--- src/rtl/card_slot_locator_pkg.sv ---
// Shared display package: card geometry, card-code ranges, visible-area limits
// and the resync state codes used by the card slot locator.
package card_slot_locator_pkg;

   localparam int CARD_W = 32;
   localparam int CARD_H = 46;
   localparam logic [5:0] EMPTY = 6'd63;

   localparam int SCREEN_W = 640;
   localparam int SCREEN_H = 480;

   // Four number colours of 13 codes each, then the two face cards.
   localparam int CODES_PER_COLOR = 13;
   localparam logic [5:0] COLOR0_FIRST = 6'd0;
   localparam logic [5:0] COLOR1_FIRST = 6'd13;
   localparam logic [5:0] COLOR2_FIRST = 6'd26;
   localparam logic [5:0] COLOR3_FIRST = 6'd39;
   localparam logic [5:0] FACE_FIRST   = 6'd52;
   localparam logic [5:0] FACE_LAST    = 6'd53;

   localparam logic ST_SYNC = 1'b0;
   localparam logic ST_RUN  = 1'b1;

   typedef enum logic [2:0] {
      CLASS_COLOR0,
      CLASS_COLOR1,
      CLASS_COLOR2,
      CLASS_COLOR3,
      CLASS_FACE,
      CLASS_EMPTY,
      CLASS_INVALID
   } card_class_t;

   function automatic card_class_t card_class(input logic [5:0] code);
      card_class_t cls;
      if (code < COLOR1_FIRST)       cls = CLASS_COLOR0;
      else if (code < COLOR2_FIRST)  cls = CLASS_COLOR1;
      else if (code < COLOR3_FIRST)  cls = CLASS_COLOR2;
      else if (code < FACE_FIRST)    cls = CLASS_COLOR3;
      else if (code <= FACE_LAST)    cls = CLASS_FACE;
      else if (code == EMPTY)        cls = CLASS_EMPTY;
      else                           cls = CLASS_INVALID;
      return cls;
   endfunction

endpackage

--- src/rtl/card_slot_table.sv ---
// Slot table of card codes: synchronous write port, asynchronous read port.
// Out-of-range writes are dropped and out-of-range reads return EMPTY.
module card_slot_table
   import card_slot_locator_pkg::*;
#(
   parameter int ENTRIES = 52
) (
   input  logic       clk,
   input  logic       rst_n,
   input  logic       wr_en,
   input  logic [5:0] wr_slot,
   input  logic [5:0] wr_type,
   input  logic [5:0] rd_slot,
   output logic [5:0] rd_type
);

   localparam logic [6:0] LIMIT = 7'(ENTRIES);

   logic [5:0] mem [ENTRIES];

   always_ff @(posedge clk) begin
      if (!rst_n) begin
         for (int i = 0; i < ENTRIES; i++) begin
            mem[i] <= EMPTY;
         end
      end else if (wr_en && ({1'b0, wr_slot} < LIMIT)) begin
         mem[wr_slot] <= wr_type;
      end
   end

   assign rd_type = ({1'b0, rd_slot} < LIMIT) ? mem[rd_slot] : EMPTY;

endmodule

--- src/rtl/card_slot_locator.sv ---
// Tracks the raster against the card slot grid and feeds the card pixel ROM.
// Optional slot border highlight is enabled with CARD_HIGHLIGHT_EN.
module card_slot_locator
   import card_slot_locator_pkg::*;
#(
   parameter int X0    = 64,
   parameter int Y0    = 40,
   parameter int COLS  = 13,
   parameter int ROWS  = 4,
   parameter int GAP_X = 8,
   parameter int GAP_Y = 10
) (
   input  logic       clk_25MHz,
   input  logic       rst_n,
   input  logic [9:0] h_cnt,
   input  logic [9:0] v_cnt,
   input  logic       valid,
   input  logic       wr_en,
   input  logic [5:0] wr_slot,
   input  logic [5:0] wr_type,
`ifdef CARD_HIGHLIGHT_EN
   input  logic [5:0] sel_slot,
   output logic       hl_d,
`endif
   output logic [5:0] pixel_x,
   output logic [5:0] pixel_y,
   output logic [5:0] card_type,
   output logic       card_hit_d
);

   localparam int PX = CARD_W + GAP_X;
   localparam int PY = CARD_H + GAP_Y;
   localparam logic [7:0] PX_LAST = 8'(PX - 1);
   localparam logic [7:0] PY_LAST = 8'(PY - 1);
   localparam logic [5:0] COLS_L  = 6'(COLS);
   localparam logic [5:0] ROWS_L  = 6'(ROWS);
   localparam logic [9:0] X0_L    = 10'(X0);
   localparam logic [9:0] Y0_L    = 10'(Y0);

   logic       state;
   logic [5:0] col_q, row_q, col_c;
   logic [7:0] lx_q, ly_q, lx_c;
   logic       hit_c, hit_q;
   logic [5:0] slot_idx, rd_type;

   // The horizontal registers hold the previous pixel; col_c/lx_c describe the current one.
   always_comb begin
      col_c = col_q;
      lx_c  = lx_q;
      if (h_cnt == X0_L) begin
         col_c = '0;
         lx_c  = '0;
      end else if (col_q < COLS_L) begin
         if (lx_q == PX_LAST) begin
            lx_c  = '0;
            col_c = col_q + 6'd1;
         end else begin
            lx_c = lx_q + 8'd1;
         end
      end
   end

   always_ff @(posedge clk_25MHz) begin
      if (!rst_n) begin
         col_q <= COLS_L;
         lx_q  <= '0;
         row_q <= ROWS_L;
         ly_q  <= '0;
      end else begin
         col_q <= col_c;
         lx_q  <= lx_c;
         if (h_cnt == 10'd0) begin
            if (v_cnt == Y0_L) begin
               row_q <= '0;
               ly_q  <= '0;
            end else if (row_q < ROWS_L) begin
               if (ly_q == PY_LAST) begin
                  ly_q  <= '0;
                  row_q <= row_q + 6'd1;
               end else begin
                  ly_q <= ly_q + 8'd1;
               end
            end
         end
      end
   end

   assign slot_idx = 6'(row_q * COLS_L + col_c);

   assign hit_c = (state == ST_RUN) && valid && (col_c < COLS_L) && (row_q < ROWS_L) &&
                  (lx_c < 8'(CARD_W)) && (ly_q < 8'(CARD_H));

   card_slot_table #(
      .ENTRIES (ROWS * COLS)
   ) u_table (
      .clk     (clk_25MHz),
      .rst_n   (rst_n),
      .wr_en   (wr_en),
      .wr_slot (wr_slot),
      .wr_type (wr_type),
      .rd_slot (slot_idx),
      .rd_type (rd_type)
   );

   // SYNC holds every output at its miss value until the first frame origin.
   always_ff @(posedge clk_25MHz) begin
      if (!rst_n) begin
         state      <= ST_SYNC;
         pixel_x    <= '0;
         pixel_y    <= '0;
         card_type  <= EMPTY;
         hit_q      <= 1'b0;
         card_hit_d <= 1'b0;
      end else begin
         if ((state == ST_SYNC) && (h_cnt == 10'd0) && (v_cnt == 10'd0)) begin
            state <= ST_RUN;
         end
         hit_q      <= hit_c;
         card_hit_d <= hit_q;
         if (hit_c) begin
            pixel_x   <= lx_c[5:0];
            pixel_y   <= ly_q[5:0];
            card_type <= rd_type;
         end else begin
            pixel_x   <= '0;
            pixel_y   <= '0;
            card_type <= EMPTY;
         end
      end
   end

`ifdef CARD_HIGHLIGHT_EN
   logic border_c, hl_c, hl_q;

   assign border_c = (lx_c < 8'd2) || (lx_c > 8'(CARD_W - 3)) ||
                     (ly_q < 8'd2) || (ly_q > 8'(CARD_H - 3));
   assign hl_c     = hit_c && border_c && (slot_idx == sel_slot);

   always_ff @(posedge clk_25MHz) begin
      if (!rst_n) begin
         hl_q <= 1'b0;
         hl_d <= 1'b0;
      end else begin
         hl_q <= hl_c;
         hl_d <= hl_q;
      end
   end
`endif

endmodule

--- config.mk ---
export PLATFORM = sky130hd
export DESIGN_NAME = card_slot_locator
export DESIGN_NICKNAME = d
export VERILOG_FILES = /design/src/rtl/card_slot_locator_pkg.sv /design/src/rtl/card_slot_table.sv /design/src/rtl/card_slot_locator.sv
export SDC_FILE = /design/constraint.sdc
export NUM_CORES = 1
export LEC_CHECK = 0
export BUFFER_PORTS_ARGS = -buffer_cell sky130_fd_sc_hd__clkbuf_2
export CORE_MARGIN = 8
export CORE_UTILIZATION = 30
export DETAILED_ROUTE_END_ITERATION = 8
export PLACE_DENSITY = 0.51
export RECOVER_POWER = 100
export SYNTH_ARGS = -nofsm -noshare
export SYNTH_HDL_FRONTEND = slang
export SYNTH_SLANG_ARGS = --single-unit
--- constraint.sdc ---
create_clock -name clk_25MHz -period 6 [get_ports clk_25MHz]
set_clock_uncertainty 0.1 [all_clocks]
set_input_delay 1.8 -clock clk_25MHz [delete_from_list [all_inputs] [get_ports clk_25MHz]]
set_output_delay 1.8 -clock clk_25MHz [all_outputs]
set_load 0.02 [all_outputs]
Word-level counts from Yosys, hierarchy flattened
Memory sizes are Yosys's and may differ from the RTL's. A register that Yosys moved wholly into a read port is not among the register bits.
Cells that the tools add are included.

word-level totals
  flip-flop bits (word level) = 43
  memory bits (writable) = 312
  input port bits = 36
  memories = 1

cells by class
  add/sub/neg operators = 5
  $mul = 1
  $lt $le $gt $ge = 7
  equal/unequal tests = 4
  muxes and demuxes = 19
  bitwise operators = 1
  reduce and logical (&&, ||, !) cells = 18

memories
  memory       words  width  read ports  clocked after Yosys merged registers in  write ports  line                   source
  u_table.mem  52     6      1           1                                        52           card_slot_table.sv:19  logic [5:0] mem [ENTRIES];

operators by type and width
  kind                                                        count
  2-to-1 mux 6 bit                                            8
  2-to-1 mux 8 bit                                            6
  logical NOT 10 bit                                          2
  adder 8 x 1 -> 8 bit, second input constant                 2
  == test 8 x 6 -> 1 bit, second input constant               2
  less-than comparator 8 x 6 -> 1 bit, second input constant  2
  adder 6 x 1 -> 6 bit, second input constant                 2
  less-than comparator 6 x 4 -> 1 bit, second input constant  2
  less-than comparator 6 bit, second input constant           2
  == test 10 x 6 -> 1 bit, second input constant              1
  == test 10 x 7 -> 1 bit, second input constant              1
  logical AND 1 bit                                           8
  adder 6 bit                                                 1
  less-than comparator 6 x 3 -> 1 bit, second input constant  1
  multiplier 6 x 4 -> 6 bit, second input constant            1
  AND reduction 3 bit                                         2
  OR reduction 6 bit                                          1
  2-to-1 mux 1 bit                                            5
  AND reduction 2 bit                                         2
  nonzero test 2 bit                                          2
  logical NOT 1 bit                                           1
  inverter 1 bit                                              1

Depth between registers and ports, before layout
Gate-level depths: netlist (run 1).

  word-level depth = 11
  depth in mapped cells = 19

Hierarchy
Synthesis (run 1) repeated with hierarchy kept, for this count alone.

second synthesis, totals
  cells, all modules = 1,350
  area, all modules = 18,233.7 um^2

by module, submodules not included
  module             instances  cells each  area an instance (um^2)  seq. area each (um^2)
  card_slot_table    1          1,070       15,636.2                 10,089.7
  card_slot_locator  1          280         2,597.5                  980.9

Least setup slack after synthesis (run 1)
No wires, ideal clock.

  path type = input -> register
  start point = input port h_cnt[4]
  end point = register card_type[3], read port of u_table.mem
  arrival = 5.366 ns
  data required time = 5.776 ns
  setup slack = 0.410 ns
  cell stages on the path = 14
  buffers on the path = 4
  cell sequence = nor4_1 > and4_1 > clkbuf_1 > a21oi_1 > ha_1 > ha_1 > fa_1 > clkbuf_1 > clkbuf_1 > clkbuf_1 > mux4_2 > nand2_1 > a21oi_1 > a2111o_1

on the way
  word-level cells in the longest chain between the ends = 9
  elaborated cells between the ends (all ways) = 13
  classes of those cells = 1 x add/sub; 3 x order compare; 1 x eq/ne; 2 x mux; 6 x reduce/logical

RTL lines
  element                                                              line                     source
  from (decl)                                                          card_slot_locator.sv:15  input logic [9:0] h_cnt,
  == test 10 x 7 -> 1 bit (*)                                          card_slot_locator.sv:50  if (h_cnt == X0_L) begin
  2-to-1 mux 6 bit (*)                                                 card_slot_locator.sv:50
  net col_c[1]                                                         card_slot_locator.sv:41  logic [5:0] col_q, row_q, col_c;
  parallel branches: the longest is 7 deep, another holds adder 6 bit  --
  to (decl)                                                            card_slot_locator.sv:27  output logic [5:0] card_type,

Mark *: on every way through the listed nets, which the timed path passes.
A chain may end at the register's enable or synchronous reset.

Worst setup path after layout (run 1)
  start point = input port h_cnt[4]
  end point = register card_type[0], read port of u_table.mem

Same word-level chain as after synthesis.

==> impl_metrics.tcl, run 1 <==
set metrics [dict create \
    run_status "finished, violations left" \
    violations "capacitance limit, slew limit" \
    synth_top_flop_cell "sky130_fd_sc_hd__edfxtp_1" \
    dp_hpwl_um 28450 \
    sum_of_negative_setup_slack_ns 0 \
    power.switching_w 0.001284 \
    critical-path-top-cell-by-count "sky130_fd_sc_hd__a211oi_1" \
    post_synth_and_or_nand_nor_area_fraction_pct 16.53 \
    critical_path_required_ns 6.30 \
    path_max_fanout 20 \
    grt_setup_unrepaired "false" \
    clock_tree.buffer_depth 3 \
    power.share.sequential_pct 50.9 \
    tightest_pin_transition_ns 2.723 \
    largest_net_degree_at_the_start_of_global_routing 55 \
    floorplan.die.height_um 258.9 \
    drcViolationCount 0 \
    post_drt_via_cell_ratio 5.129 \
    power.share.combinational_pct 4.3 \
    final_min_period_over_clock_period_pct 88.56 \
    post_cts_resized 0 \
    register_area_um2 10650 \
    synth_top_family_by_area "simple AND/OR/NAND/NOR gates" \
    critPathKind "input port to flip-flop" \
    grt_util_all_layers_pct 13.57 \
    timing.critical_path.arrival_ns 5.62 \
    finalCriticalPeriod_ns 5.314 \
    grt_overflow 0 \
    buffers_added_on_ports 54 \
    yosys-mux-area-fraction_pct 12.86 \
    peakVddDrop_mv 0.1970 \
    number_of_h_tree_levels 2 \
    library_cell_contributing_the_largest_single_delay_on_the_critical_path "sky130_fd_sc_hd__fa_2" \
    drt.antenna.violating_nets 0 \
    cell_area_power_density_nw_per_um2 289.0 \
    slew-limit-headroom_pct -81.53 \
    routed_wire_length_per_instance_um 21.62 \
    routed_wl_um 45700 \
    synthesis_stage_register_bit_count 371 \
    design.core.area_um2 58690 \
    setup_viol 0 \
    clk_pin_slew_worst_paths_ns 0.06 \
    p_clk_share_pct 44.8 \
    num_vias 10843 \
    rows 89 \
    ctsHoldBuffers 0 \
    nets 1365 \
    global_route_wire_length_before_repair_um 70330 \
    cts_tree "done" \
    clock_sinks 371 \
    timing.fmax_mhz 188.2 \
    hold_viol 0 \
    multiInputGateArea_um2 6486 \
    drt_pre_antenna_iters 5 \
    antenna_found_initial 3 \
    critical_path.startpoint_type "input port" \
    layout-area-overhead-vs-synth_pct 13.40 \
    synthCells 1302 \
    switching_share_pct 22.15 \
    first_global_vias 11054 \
    floorplan.initialDensity_pct 30.15 \
    maxSlewViolCount 548 \
    fillerInstances 5744 \
    synth_xor_area_share_pct 1.216 \
    synth_async_sr_flop_share_pct 0 \
    end_kind "flip-flop" \
    number_of_cts_inserted_buffers 42 \
    syn-cell-area_um2 17690 \
    finish.utilization_pct 34.19 \
    internal_power_of_the_cells_w 0.004515 \
    synthesized_area_fraction_occupied_by_ao_oa_aoi_and_oai_cells_pct 3.904 \
    yosysSeqAreaShare_pct 60.19 \
    fp.dieW_um 258.9 \
    timing.critical_path.slowest_cell_delay_ns 0.90 \
    path_cells "clkbuf_2, nor4_1, and4_1, a21oi_1, ha_1, ha_4, fa_2, mux4_2, nor2b_1, a211oi_1, a211oi_1, a311oi_1, o211ai_1" \
    hp-class "flip-flop to flip-flop" \
    floorplan.io_pins 55 \
    drv_cap 11 \
    drive_gt1_share_pct 17.40 \
    cts_post_setup_buffers_inserted 0 \
    drt_iter0_markers 642 \
    yosys.area_share.adder_pct 1.655 \
    ys_warn_count 0 \
    syn-mean-instance-area_um2 13.59 \
    synth_edf_count 322 \
    cts.root.buffer_cell "sky130_fd_sc_hd__clkbuf_16" \
    gp_routability_congestion 0.7861 \
    leakagePower_nw 6.261 \
    synth.distinct_cells 62 \
    worst_skew_pair_later_pin_latency_ns 0.58 \
    die-area_um2 67000 \
]
path summary, 6_finish.rpt:
kind / startpoint / end / slack (ns) / depth (start not counted)
worst max-delay path: h_cnt[4] / card_type[0] / 0.69 / 13
worst min-delay path: hit_q / card_hit_d / 0.34 / 1
worst max register to register: col_q[0] / card_type[0] / 1.09 / 16
worst min register to register: hit_q / card_hit_d / 0.34 / 1
layout make-up:
cell class	instances	area share [%]
flip-flops and latches	371	53.08
multi-input cells	788	32.33
clock buffers	52	5.475
well taps	773	4.820
repair buffers	93	2.744
clock inverters	23	1.303
inverters	12	0.2245
diodes	2	0.02494
state kept, by name, summed over array words and instances, names as in the netlist:
name,flops
u_table.mem,322
lx_q,8
ly_q,8
card_type,6
col_q,6
pixel_x,6
pixel_y,6
row_q,6
card_hit_d,1
hit_q,1
state,1
cell usage after synthesis (all sizes together) (2+ instances only):
cell type  count  area share [%]
edfxtp       322              55
a211o          2           0.099
a2111o         4            0.25
mux2i         32             1.8
a22oi          6            0.25
a21oi         20            0.57
fa             4            0.45
o211ai         2           0.085
or2           38             1.3
nor3           7            0.20
nor2          33            0.70
mux2          13            0.83
and2           6            0.21
or4            3            0.13
nor2b          9            0.32
xor2          11            0.54
ha            17             1.2
nand3         18            0.51
mux4          78              10
a21o           2           0.085
and4           3            0.15
buf           22            0.83
nand2b         5            0.18
nand3b         3            0.13
nor4          11            0.51
xnor2         11            0.54
o21ai         60             1.7
nand4         10            0.35
inv           12            0.25
dfxtp         49             5.5
or3          277             9.8
a31oi          5            0.18
a211oi         6            0.25
o21a           2           0.085
clkbuf       119             2.5
a311oi         2           0.099
or3b           2           0.099
nand2         43            0.91
and3          20            0.71
per-layer routing:
metal	GRT usage, %	part of all wire [%]	vias to the layer above
met2	20.92	45	271
met1	19.08	46	5512
met4	3.921	2.1	2
met5	0	0.028	-
met3	2.937	6.3	54
li1	-	-	5004
critical path: cells and delay by family:
kind / cells / cell delay (ns)
AOI/OAI and AO/OA: 5 / 1.05
adders and majority gates: 3 / 1.40
buffers and inverters: 1 / 0.08
muxes: 1 / 0.38
and+or+nand+nor: 3 / 0.90
cells in the final DEF, fill, tap and decap left out, types with 18 or more instances in the layout:
master	n
sky130_fd_sc_hd__nor2_1	33
sky130_fd_sc_hd__nand2_1	43
sky130_fd_sc_hd__or2_2	37
sky130_fd_sc_hd__clkbuf_16	42
sky130_fd_sc_hd__o21ai_0	59
sky130_fd_sc_hd__and3_1	20
sky130_fd_sc_hd__or3_1	277
sky130_fd_sc_hd__dfxtp_1	49
sky130_fd_sc_hd__clkbuf_2	34
sky130_fd_sc_hd__mux4_2	64
sky130_fd_sc_hd__clkbuf_1	49
sky130_fd_sc_hd__edfxtp_1	322
sky130_fd_sc_hd__a21oi_1	20
sky130_fd_sc_hd__nand3_1	18
sky130_fd_sc_hd__mux2i_1	32
power by group through the flow:
| stage | registers, W | logic (W) | clock network [W] |
|---|---|---|---|
| CTS | 0.00295 | 0.000260 | 0.00265 |
| floorplan | 0.00299 | 0.000155 | 0 |
| finish | 0.00295 | 0.000251 | 0.00260 |
| detailed placement | 0.00301 | 0.000259 | 0 |
| global route | 0.00296 | 0.000273 | 0.00275 |
| global placement | 0.00300 | 0.000257 | 0 |
per-stage QoR:
stage	instances	area, um^2	setup WS [ns]	total power (W)	hold WS, ns
finish	2114	20060	0.6862	0.005799	0.3392
global route	2112	20060	0.2905	0.005985	0.3589
CTS	2112	20160	0.7145	0.005863	0.3460
detailed placement	2037	18800	0.1029	0.003265	0.3320
global placement	2037	18800	0.1742	0.003259	0.3292
floorplan	1312	17730	0.4098	0.003140	0.3119
logic make-up after synthesis:
group                    count (synthesis)
adder cells (fa/ha/maj)                 21
flip-flops                             371
AO/OA/AOI/OAI                          116
other                                    1
AND/OR/NAND/NOR                        494
multiplexers                           123
XOR/XNOR                                23
buffers and inverters                  153
No activity file was read; power rests on OpenSTA's default activity.
==> run 2, diff against run 1 <==
Settings changed: SYNTH_HIERARCHICAL set to 1.
==> impl_metrics.tcl, run 2 <==
set metrics [dict create \
    clk_pin_slew_worst_paths_ns 0.06 \
    violations "capacitance limit, slew limit" \
    gp_routability_congestion 0.8614 \
    clock_tree.buffer_depth 3 \
    mostFrequentLayoutCells "336 x sky130_fd_sc_hd__edfxtp_1, 161 x sky130_fd_sc_hd__or2_2, 159 x sky130_fd_sc_hd__or3_1" \
    critPathKind "input port to flip-flop" \
    buffers_added_on_ports 54 \
    syn-cell-area_um2 18230 \
    critical_path_required_ns 6.32 \
    floorplan.initialDensity_pct 30.27 \
    worst-r2r-setup-slack_ns 0.72 \
    ys_warn_count 6 \
    power.switching_w 0.001297 \
    cts_tree "done" \
    worst_setup_path_startpoint "h_cnt[2]" \
    routed_wl_um 49750 \
    drt.antenna.violating_nets 0 \
    synth_edf_count 336 \
    ctsHoldBuffers 0 \
    cts_post_setup_buffers_inserted 0 \
    switching_share_pct 22.38 \
    num_vias 11406 \
    syn-mean-instance-area_um2 13.51 \
    post-layout-total-power_w 0.005798 \
    reg2regPathDepth 18 \
    synth.distinct_cells 75 \
    internal_power_of_the_cells_w 0.004501 \
    post_cts_resized 0 \
    drt_iter0_markers 797 \
    library_cell_contributing_the_largest_single_delay_on_the_critical_path "sky130_fd_sc_hd__or4_1" \
    timing.hold.worst_path_depth 1 \
    hold-path-endpoint "card_hit_d" \
    drive_gt1_share_pct 26.74 \
    yosys-top-cells-area "sky130_fd_sc_hd__edfxtp_1 55%, sky130_fd_sc_hd__mux4_2 8.9%, sky130_fd_sc_hd__or2_2 5.6%" \
    most_common_cell_after_layout_fill_and_taps_aside "sky130_fd_sc_hd__edfxtp_1" \
    finalCriticalPeriod_ns 5.539 \
    end_kind "flip-flop" \
    worst_skew_pair_later_pin_latency_ns 0.57 \
    largest_registers "u_table/mem (336), lx_q (8), ly_q (8)" \
    power.share.combinational_pct 4.5 \
    routed_wire_length_per_instance_um 22.17 \
    grt_util_all_layers_pct 14.23 \
    final_min_period_over_clock_period_pct 92.32 \
    synthesis_stage_register_bit_count 385 \
    hold_crit_start "hit_q" \
    layout-area-overhead-vs-synth_pct 14.22 \
    p_clk_share_pct 42.5 \
    grt_setup_unrepaired "false" \
    power.share.sequential_pct 53.0 \
    path_max_fanout 11 \
    slew-limit-headroom_pct -105.2 \
    dp_hpwl_um 33030 \
    timing.critical_path.slowest_cell_delay_ns 0.53 \
    largest_register_ffs 336 \
    maxSlewViolCount 232 \
    sum_of_negative_setup_slack_ns 0 \
    largest_net_degree_at_the_start_of_global_routing 65 \
    number_of_h_tree_levels 2 \
    clock_sinks 385 \
    critical-path-top-cell-by-count "sky130_fd_sc_hd__inv_1" \
    path_cells "clkbuf_2, nor4_1, and3_1, a21oi_1, ha_1, ha_4, inv_1, fa_1, xnor2_2, clkbuf_1, buf_4, inv_1, nand3_1, o221ai_1, a221o_1, a22o_1, or4_1" \
    fillerInstances 5828 \
    largest_register "u_table/mem" \
    post_synth_top_area_share_pct 55.34 \
    floorplan.io_pins 55 \
    antenna-diode-count 0 \
    nets 1487 \
    r2r-end "card_type[2]" \
    number_of_cts_inserted_buffers 42 \
    synth_top_cell_by_area "sky130_fd_sc_hd__edfxtp_1" \
    hold_viol 0 \
    peakVddDrop_mv 0.1691 \
    hp-class "flip-flop to flip-flop" \
    yosysMostFrequentCell "sky130_fd_sc_hd__edfxtp_1" \
    fp.dieW_um 262.5 \
    floorplan.die.height_um 262.5 \
    design.core.area_um2 60250 \
    drv_cap 5 \
    antenna_found_initial 2 \
    tightest_pin_transition_ns 3.078 \
    grt_overflow 0 \
    critical_path.startpoint_type "input port" \
    ys_top_cells_by_count "336 x sky130_fd_sc_hd__edfxtp_1, 162 x sky130_fd_sc_hd__or2_2, 159 x sky130_fd_sc_hd__or3_1" \
    synth_async_sr_flop_share_pct 0 \
    synth_top_flop_cell "sky130_fd_sc_hd__edfxtp_1" \
    drt_pre_antenna_iters 5 \
    crit-reg2reg-launch "lx_q[0]" \
    setup_viol 0 \
    synthCells 1350 \
    cts.root.buffer_cell "sky130_fd_sc_hd__clkbuf_16" \
    drcViolationCount 0 \
    timing.critical_path.arrival_ns 5.86 \
    first_global_vias 11759 \
    leakagePower_nw 6.730 \
    cell_area_power_density_nw_per_um2 278.4 \
    die-area_um2 68920 \
    timing.fmax_mhz 180.5 \
    yosysSeqAreaShare_pct 60.72 \
    run_status "finished, violations left" \
    global_route_wire_length_before_repair_um 76240 \
    post_drt_via_cell_ratio 5.083 \
    rows 90 \
]
## run 2: cell types whose count changed in the layout (fill, tap and decap cells not counted), sizes merged, moves of 17 or more
cell / delta
o22ai: +18
buf: +24
or2: +124
o21ai: -17
nand2: +36
or3: -118
## run 2: layer usage
layer  up-vias  share of wire [%]  GRT usage [%]
li1       5225                  -              -
met1      5787                 45          19.20
met2       314                 46          22.35
met3        78                6.8          3.405
met4         2                2.9          4.705
met5         -              0.026              0
## run 2: cell families (layout without fill, tap and decap cells)
family                     count (synthesis)  count (layout)  synth area share, %
and+or+nand+nor                          560             560                18.01
DFF                                      385             385                60.72
buffers and inverters                    134             223                3.321
AOI/OAI and AO/OA                        121             121                4.495
muxes                                    102             102                10.57
xor gates and xnor gates                  25              25                1.242
adders and majority gates                 21              21                1.606
other                                      2              25              0.04119
## run 2: area by class of cell
cell class | count | area (um^2) | share of cell area, %
Clock buffer | 52 | 1099 | 5.275
Clock inverter | 24 | 180.2 | 0.8651
Inverter | 25 | 93.84 | 0.4506
Multi-Input combinational cell | 854 | 6656 | 31.96
Sequential cell | 385 | 11070 | 53.16
Tap cell | 782 | 978.4 | 4.698
Timing Repair Buffer | 122 | 748.2 | 3.593
## run 2: worst max-delay path by stage
stage,endpoint,slack (ns),depth (start not counted)
after global routing,card_type[2],0.26,17
final,card_type[2],0.46,17
after detailed placement,card_type[2],0.01,15
after floorplan,card_type[3],0.28,17
after CTS,card_type[2],0.58,15
after global placement,card_type[2],0.09,15
## run 2: worst max-delay path, delay by kind of cell
family / cells / cell delay, ns
compound gates: 4 / 0.70
fa+ha+maj: 3 / 0.87
simple gates: 4 / 1.35
buf+inv: 5 / 0.68
xor+xnor: 1 / 0.44
## run 2: stage by stage
step                      setup WS (ns)  instance area [um^2]  hold slack [ns]  std cells  util, %
after floorplan                  0.2844                 18320           0.3119       1373        -
after global placement          0.09130                 19690           0.3178       2168    32.68
after detailed placement        0.01247                 19690           0.3177       2168    32.68
after CTS                        0.5847                 20970           0.3286       2244    34.80
after global routing             0.2637                 20830           0.3364       2244    34.57
final                            0.4610                 20830           0.3256       2244    34.57
## run 2: power by group through the flow
stage / registers [W] / clock network, W / logic [W]
after detailed placement: 0.00313 / 0 / 0.000269
after global routing: 0.00308 / 0.00263 / 0.000280
final: 0.00307 / 0.00247 / 0.000261
after CTS: 0.00307 / 0.00254 / 0.000269
after global placement: 0.00313 / 0 / 0.000268
after floorplan: 0.00311 / 0 / 0.000149
